==> config.mk <==
export PLATFORM = sky130hd
export DESIGN_NAME = keypad_matrix_scanner
export DESIGN_NICKNAME = d
export VERILOG_FILES = /design/src/rtl/keypad_pkg.sv /design/src/rtl/keypad_evt_fifo.sv /design/src/rtl/keypad_matrix_scanner.sv
export SDC_FILE = /design/constraint.sdc
export NUM_CORES = 1
export LEC_CHECK = 0
export CORE_MARGIN = 5
export CORE_UTILIZATION = 55
export DETAILED_ROUTE_END_ITERATION = 6
export PLACE_DENSITY = 0.76
export SYNTH_ARGS = -nofsm -noshare
export SYNTH_HDL_FRONTEND = slang
export SYNTH_HIERARCHICAL = 1
export SYNTH_SLANG_ARGS = --single-unit
==> constraint.sdc <==
create_clock -name aclk -period 5 [get_ports aclk]
set_clock_uncertainty 0.1 [all_clocks]
set_input_delay 0.5 -clock aclk [delete_from_list [all_inputs] [get_ports aclk]]
set_output_delay 0.5 -clock aclk [all_outputs]
set_load 0.01 [all_outputs]
==> src/rtl/keypad_pkg.sv <==
// Shared types and elaboration helpers for the parametrised keypad matrix scanner.
// Widths depend on instance parameters, so they are exposed as constant functions.
package keypad_pkg;

  localparam int KW_MAX = 8;

  typedef struct packed {
    logic [KW_MAX-1:0] code;
    logic              is_release;
  } evt_t;

  function automatic int key_idx(input int row, input int col, input int cols);
    return row * cols + col;
  endfunction

  function automatic int kw_of(input int rows, input int cols);
    return $clog2(rows * cols);
  endfunction

  function automatic int dbw_of(input int debounce);
    return $clog2(debounce + 1);
  endfunction

  function automatic int idx_w(input int n);
    return (n > 1) ? $clog2(n) : 1;
  endfunction

  // The commit of ROWS rows must finish before the next sample is taken.
  function automatic bit scan_div_ok(input int scan_div, input int rows);
    return (scan_div >= 4) && (scan_div >= rows + 1);
  endfunction

endpackage

==> src/rtl/keypad_evt_fifo.sv <==
// Event FIFO with valid/ready head, drop-on-full and a sticky overflow flag.
// The head is read straight from storage flops, so it holds while valid && !ready.
module keypad_evt_fifo
  import keypad_pkg::*;
#(
  parameter int DEPTH = 4
) (
  input  logic aclk,
  input  logic areset,
  input  logic push,
  input  evt_t push_evt,
  input  logic ready,
  output logic valid,
  output evt_t head,
  output logic overflow
);

  localparam int PW = $clog2(DEPTH);

  evt_t          mem [DEPTH];
  logic [PW-1:0] rd_ptr;
  logic [PW-1:0] wr_ptr;
  logic [PW:0]   count;
  logic          pop;
  logic          accept;

  assign valid  = (count != '0);
  assign head   = mem[rd_ptr];
  assign pop    = valid && ready;
  assign accept = push && ((count < (PW+1)'(DEPTH)) || pop);

  // NOTE: storage is deliberately not reset; count gates valid, so stale entries are never seen.
  always_ff @(posedge aclk) begin
    if (accept) mem[wr_ptr] <= push_evt;
  end

  // NOTE: state is updated with non-blocking assignments so every flop samples pre-edge values.
  always_ff @(posedge aclk) begin
    if (areset) begin
      rd_ptr   <= '0;
      wr_ptr   <= '0;
      count    <= '0;
      overflow <= 1'b0;
    end else begin
      if (accept) wr_ptr <= wr_ptr + 1'b1;
      if (pop)    rd_ptr <= rd_ptr + 1'b1;
      case ({accept, pop})
        2'b10:   count <= count + 1'b1;
        2'b01:   count <= count - 1'b1;
        default: count <= count;
      endcase
      if (push && !accept) overflow <= 1'b1;
    end
  end

endmodule

==> src/rtl/keypad_matrix_scanner.sv <==
// ROWS x COLS active-low keypad scanner: one-cold column drive, per-key debounce,
// and press/release events queued through keypad_evt_fifo.
module keypad_matrix_scanner
  import keypad_pkg::*;
#(
  parameter int ROWS       = 4,
  parameter int COLS       = 3,
  parameter int SCAN_DIV   = 8,
  parameter int DEBOUNCE   = 3,
  parameter int FIFO_DEPTH = 4
) (
  input  logic                          aclk,
  input  logic                          areset,
  output logic [COLS-1:0]               o_col_n,
  input  logic [ROWS-1:0]               i_row_n,
  output logic [ROWS*COLS-1:0]          o_key_state,
  output logic [ROWS*COLS-1:0]          o_key_push,
  output logic                          o_evt_valid,
  output logic [kw_of(ROWS, COLS)-1:0]  o_evt_code,
  output logic                          o_evt_release,
  input  logic                          i_evt_ready,
  output logic                          o_overflow
);

  localparam int NK  = ROWS * COLS;
  localparam int KW  = kw_of(ROWS, COLS);
  localparam int DBW = dbw_of(DEBOUNCE);
  localparam int CW  = idx_w(SCAN_DIV);
  localparam int CLW = idx_w(COLS);
  localparam int RW  = idx_w(ROWS);

  if (!scan_div_ok(SCAN_DIV, ROWS)) begin : g_bad_scan_div
    $error("keypad_matrix_scanner: SCAN_DIV must be >= max(4, ROWS+1)");
  end
  if (KW > KW_MAX) begin : g_bad_key_count
    $error("keypad_matrix_scanner: ROWS*COLS exceeds the event code width");
  end

  logic           running;
  logic [CLW-1:0] col, col_nxt;
  logic [CW-1:0]  cyc, cyc_nxt;
  logic [ROWS-1:0] sync1, sync2;
  logic [ROWS-1:0] samp;
  logic [CLW-1:0] s_col;
  logic           s_valid;
  logic [DBW-1:0] cnt [NK];

  logic [RW-1:0]  c_row;
  logic [KW-1:0]  c_key;
  logic           c_en, c_bit, c_diff, c_flip;
  evt_t           push_evt;
  evt_t           head;

  // NOTE: every always_comb output gets a default first so no path can infer a latch.
  always_comb begin
    col_nxt = col;
    cyc_nxt = cyc;
    if (running) begin
      if (cyc == CW'(SCAN_DIV - 1)) begin
        cyc_nxt = '0;
        col_nxt = (col == CLW'(COLS - 1)) ? '0 : col + 1'b1;
      end else begin
        cyc_nxt = cyc + 1'b1;
      end
    end
  end

  // running holds the scan idle for the cycle in which reset is released.
  always_ff @(posedge aclk) begin
    if (areset) begin
      running <= 1'b0;
      col     <= '0;
      cyc     <= '0;
      o_col_n <= '1;
      sync1   <= '1;
      sync2   <= '1;
      samp    <= '0;
      s_col   <= '0;
      s_valid <= 1'b0;
    end else begin
      running <= 1'b1;
      col     <= col_nxt;
      cyc     <= cyc_nxt;
      o_col_n <= ~(COLS'(1) << col_nxt);
      sync1   <= i_row_n;
      sync2   <= sync1;
      if (running && (cyc == CW'(SCAN_DIV - 1))) begin
        samp    <= ~sync2;
        s_col   <= col;
        s_valid <= 1'b1;
      end
    end
  end

  // One row of the previous column's sample is committed per cycle.
  always_comb begin
    c_row    = RW'(cyc);
    c_key    = KW'(key_idx(int'(c_row), int'(s_col), COLS));
    c_en     = s_valid && (cyc < CW'(ROWS));
    c_bit    = samp[c_row];
    c_diff   = (c_bit != o_key_state[c_key]);
    c_flip   = c_en && c_diff && (cnt[c_key] == DBW'(DEBOUNCE - 1));
    push_evt = '{code: KW_MAX'(c_key), is_release: !c_bit};
  end

  always_ff @(posedge aclk) begin
    if (areset) begin
      o_key_state <= '0;
      o_key_push  <= '0;
      for (int i = 0; i < NK; i++) cnt[i] <= '0;
    end else begin
      o_key_push <= '0;
      if (c_en) begin
        if (!c_diff) begin
          cnt[c_key] <= '0;
        end else if (c_flip) begin
          o_key_state[c_key] <= c_bit;
          o_key_push[c_key]  <= c_bit;
          cnt[c_key]         <= '0;
        end else begin
          cnt[c_key] <= cnt[c_key] + 1'b1;
        end
      end
    end
  end

  keypad_evt_fifo #(
    .DEPTH(FIFO_DEPTH)
  ) u_fifo (
    .aclk     (aclk),
    .areset   (areset),
    .push     (c_flip),
    .push_evt (push_evt),
    .ready    (i_evt_ready),
    .valid    (o_evt_valid),
    .head     (head),
    .overflow (o_overflow)
  );

  assign o_evt_code    = KW'(head.code);
  assign o_evt_release = head.is_release;

endmodule

* Word level (Yosys, flattened, before mapping)
Memories as Yosys holds them, arrays and structs flattened. A register that Yosys moved wholly into a read port is not among the register bits.
Index checks and enable logic that the tools add are counted.
** Cells by class
- Equal/unequal tests :: 6
- $mul :: 1
- Add/sub/neg operators :: 8
- Mux-type cells :: 38
- Shift operators :: 1
- Reductions and logical operators :: 16
- Bitwise operators :: 8
- Order comparisons :: 5
** Operator list (number)
- $mux W1 :: 23
- $mux W2 :: 8
- $and A12 B12 Y12 :: 1
- $bwmux W12 :: 1
- $add A2 B1 Y2 const B :: 4
- $logic_and A1 B1 Y1 :: 8
- $add A3 B1 Y3 const B :: 2
- $eq A2 B2 Y1 const B :: 3
- $lt A3 B3 Y1 const B :: 2
- $pmux W3 S2 :: 1
- $lt A4 B5 Y1 const B :: 1
- $add A4 B2 Y4 :: 1
- $bmux W1 S4 :: 1
- $demux W1 S4 :: 1
- $ge A4 B1 Y1 const B :: 1
- $mul A2 B2 Y4 const B :: 1
- $mux W4 :: 1
- $not A4 Y4 :: 1
- $reduce_or A4 Y1 :: 1
- $eq A3 B3 Y1 const B :: 1
- $lt A2 B3 Y1 const B :: 1
- $mux W3 :: 1
- $not A1 Y1 :: 3
- $not A3 Y3 :: 1
- other kinds (12) :: 14
** Word-level totals
- Input bits :: 7
- Register bits after elaboration :: 56
- Memories :: 2
- Output and inout bits :: 34
- Word-level logic and storage cells :: 100
- Bits in writable memories :: 44
** Memory list
- cnt :: depth 12, width 2, rd ports 1, clocked after Yosys merged registers in 0, write ports 12, RTL line keypad_matrix_scanner.sv:46 : logic [DBW-1:0] cnt [NK];
- u_fifo.mem :: depth 4, width 5, rd ports 1, clocked after Yosys merged registers in 1, write ports 1, RTL line keypad_evt_fifo.sv:20 : evt_t mem [DEPTH];

* Longest topological paths before layout
Gate-level depths: netlist of run 1.
- Depth after elaboration :: 16
- Depth in mapped cells :: 20
- Mapped depth without buffers :: 17

* By module
Netlist of run 1, hierarchy kept.
** By module, submodules not included
- keypad_matrix_scanner :: cells an instance 339, area an instance 3593.4 um^2, seq. area each 1921.8 um^2, instances 1
- keypad_evt_fifo :: cells an instance 102, area an instance 1804.2 um^2, seq. area each 1281.2 um^2, instances 1

* Worst setup path after synthesis of run 1
No wires, ideal clock.
- Kind :: register to register
- Start :: register cyc[1]
- End :: register u_fifo.count[2]
- Clock period less this slack :: 4.463 ns
- Stages on the path, launching flop included :: 20
- Buffers on the path :: 2
- Setup time :: 0.070 ns
- Path slack :: 0.537 ns
- Data required time :: 4.830 ns
- Arrival time :: 4.293 ns
- Path through :: dfxtp_1 -> fa_1 -> ha_1 -> fa_1 -> clkbuf_1 -> nor2b_1 -> nand2_1 -> nand3_1 -> buf_2 -> inv_1 -> ha_1 -> nand3b_1 -> nor2_1 -> nand2_1 -> ha_1 -> inv_1 -> fa_1 -> xor2_1 -> or3_1 -> a21oi_1
** Between the ends
- Longest elaborated chain between the ends :: 10
- Elaborated cells between the ends (all ways) :: 18
- Classes of those cells :: add/sub (1); mul (1); order compare (1); eq/ne (4); mux (5); reduce/logical (5); memory (1)
** Ends and longest elaborated chain
- start: declaration :: RTL line keypad_matrix_scanner.sv:41 : logic [CW-1:0] cyc, cyc_nxt;
- start signal: assignment :: RTL line keypad_matrix_scanner.sv:83 : cyc <= cyc_nxt;
- $mul A2 B2 Y4 (*) :: RTL line keypad_pkg.sv:13 : return row * cols + col;
- $add A4 B2 Y4 (*) :: RTL line keypad_pkg.sv:13
- named net c_key[2] :: RTL line keypad_matrix_scanner.sv:49 : logic [KW-1:0] c_key;
- $bmux W1 S4 :: RTL line keypad_matrix_scanner.sv:101 : c_diff = (c_bit != o_key_state[c_key]);
- $mux W1 (not written as such) :: RTL line keypad_matrix_scanner.sv:101
- $ne A1 B1 Y1 :: RTL line keypad_matrix_scanner.sv:101
- $logic_and A1 B1 Y1 :: RTL line keypad_matrix_scanner.sv:102 : c_flip = c_en && c_diff && (cnt[c_key] == DBW'(DEBOUNCE - 1));
- $logic_and A1 B1 Y1 (*) :: RTL line keypad_matrix_scanner.sv:102
- named net c_flip :: RTL line keypad_matrix_scanner.sv:50 : logic c_en, c_bit, c_diff, c_flip;
- $logic_and A1 B1 Y1 (*) :: RTL line keypad_evt_fifo.sv:30 : assign accept = push && ((count < (PW+1)'(DEPTH)) || pop);
- $eq A2 B1 Y1 or $eq A2 B2 Y1 (tied branches) :: RTL line keypad_evt_fifo.sv:47 : case ({accept, pop})
- $pmux W3 S2 or $reduce_bool A2 Y1 (tied branches)
- end signal: assignment :: RTL line keypad_evt_fifo.sv:48 : 2'b10: count <= count + 1'b1;
- end signal: assignment :: RTL line keypad_evt_fifo.sv:49 : 2'b01: count <= count - 1'b1;
- end signal: assignment :: RTL line keypad_evt_fifo.sv:50 : default: count <= count;
- end: declaration :: RTL line keypad_evt_fifo.sv:23 : logic [PW:0] count;
The timed path passes the listed nets; every way through them passes the cells marked *. The select of a mux whose other input is x is not followed.
A chain may end at the register's enable or synchronous reset.

* Final worst setup path of run 1
Same ends and word-level chain as after synthesis.

==> out/metrics.yaml, run 1 <==
status: "finished clean"
fp.dieArea_um2: 10700
num_vias: 3343
syn_inst: 420
ios: 41
slowest_stage: "fa_1"
worstPathRequired_ns: 5.21
hold_class: "flip-flop to flip-flop"
post_drt_wl_per_cell_um: 17.0
multi_input_area_um2: 1930
clkLatencyLatePin_ns: 0.37
power_leakage_uw: 0.00192
gr-total-overflow: 0
ys_warn_count: 6
coreArea_um2: 8640
fin_crit_ns: 4.58
root_buffer: "clkbuf_8"
finalHoldViolCount: 0
regArea_um2: 2720
max_cap_viol_count: 0
antenna_found_initial: 0
dieHeight_um: 104
initial_core_util_pct: 55.9
relSlewSlack_pct: 45.0
ir_drop_uv: 161
critPathKind: "flip-flop to flip-flop"
tns_ns: 0
swShare_pct: 23.9
rows: 34
worstMarginPinSlew_ns: 0.825
htreeDepth: 3
cts_resized: 0
final_nets: 474
avgSynthCellArea_um2: 11.5
cp.arrival_ns: 4.78
area_growth_pct: 14.0
grt_usage_pct: 18.4
internal_power_uw: 1230
hpwl_mm: 6.68
clk_pin_slew_ns: 0.10
first_iter_violations: 260
cp_cell_sequence: "fa_1, ha_1, fa_1, nor2b_1, a22oi_1, nand2_1, o221ai_2, nor2_1, nand2_1, ha_1, inv_1, fa_1, xor2_1, or3_1, a21oi_1"
synth_fp_nets: 440
detailed_place.area_um2: 5290
cpMostUsedCell: "fa_1"
final_cell_mix: "dfxtp_1, edfxtp_1, nand2_1, clkdlybuf4s50_1, nor2_1"
wl_mm: 9.65
fin_area_um2: 5500
grt_max_degree: 49
via_per_inst: 5.90
grt_pass1_wl_mm: 16.2
synthesis.area_um2: 4820
share_comb_of_total_power_pct: 7.2
clkPwrFrac_pct: 33.6
postCtsSetupRepairBufs: 0
nFillCells: 688
max_clock_freq_ghz: 0.219
layout-drive-gt1-share_pct: 15.0
postRouteAntennaNets: 0
crit_buf_inv: 1
die_x_um: 104
clockBufferDepth: 2
cts_tree: "yes"
setup_viol: 0
power_density_nw_per_um2: 294
drv_slew: 0
layout_commonest_cell: "dfxtp_1"
portBuffers: 40
critical_path.top_delay_family: "adder cells"
cts-buffers-inserted: 9
critPathCaptureType: "flip-flop"
cts.sinks: 110
rsz0062_at_grt: "false"
cts_hold_buffers: 0
gp_congestion: 0.860
grt_pass1_vias: 3189
slowest_delay_ns: 0.85
period_share_pct: 91.5
seqPwrFrac_pct: 59.2
critical_path.max_fanout: 18
cp-start-kind: "flip-flop"
drt_pass1_iterations: 5
drc: 0
p_sw_uw: 386
n_antenna_cell: 0
-- power groups by stage --
stage          sequential, µW  clock [µW]  combinational (µW)
2_1_floorplan             976           0                85.3
3_3_place_gp              977           0                 111
3_5_place_dp              978           0                 115
4_1_cts                   957         558                 115
5_1_grt                   959         597                 126
6_report                  957         544                 116
-- registers in the layout, summed over array words and instances (netlist names), 2 cells and up, named ones only --
| name | cells |
|---|---|
| o_col_n | 3 |
| u_fifo/count | 3 |
| u_fifo/wr_ptr | 2 |
| cyc | 3 |
| o_key_push | 12 |
| s_col | 2 |
| u_fifo/rd_ptr | 2 |
| sync1 | 4 |
| col | 2 |
| o_key_state | 12 |
| u_fifo/mem | 20 |
| cnt | 32 |
| samp | 4 |
| sync2 | 4 |
-- final cells by class --
class / instances / share of cell area [%]
well taps: 108 / 2.46
clock inverters: 5 / 0.842
flip-flops and latches: 110 / 49.5
clock buffers: 11 / 2.96
inverters: 10 / 0.705
repair buffers: 49 / 8.51
multi-input cells: 274 / 35.0
-- per-layer routing --
layer  share of wire [%]  up-vias  global-route usage (%)  wire length, µm
li1                    -     1589                       -                -
met1                  44     1613                    26.1             4280
met2                  48      120                    28.2             4610
met3                 5.7       21                    4.04              549
met4                 2.1        0                    5.90              207
met5                   0        -                       0                0
-- stage by stage --
stage / hold slack [ns] / utilization (%) / setup slack (ns) / std cells / total power (µW)
final: 0.312 / 63.7 / 0.425 / 567 / 1620
after global routing: 0.325 / 63.7 / 0.0426 / 567 / 1680
after CTS: 0.312 / 63.7 / 0.410 / 567 / 1630
after detailed placement: 0.296 / 61.3 / 0.456 / 551 / 1090
after global placement: 0.291 / 61.3 / 0.571 / 551 / 1090
after floorplan: 0.289 / - / 0.537 / 420 / 1060
-- final timing paths --
| path | slack [ns] | start | depth (start not counted) | endpoint |
|---|---|---|---|---|
| worst min-delay path | 0.31 | sync2[0] | 1 | samp[0] |
| worst max register to register | 0.42 | cyc[1] | 15 | u_fifo/count[2] |
| worst min register to register | 0.31 | sync2[0] | 1 | samp[0] |
| worst max-delay path | 0.42 | cyc[1] | 15 | u_fifo/count[2] |
Note: power is estimated with default switching activity, not from simulation.
==> run 2: changes to the inputs <==
Settings changed: GPL_ROUTABILITY_DRIVEN set to 0, HOLD_SLACK_MARGIN set to 0.02.
==> results of run 2 <==
The final DEF is identical to that of run 1; final timing and power are the same.
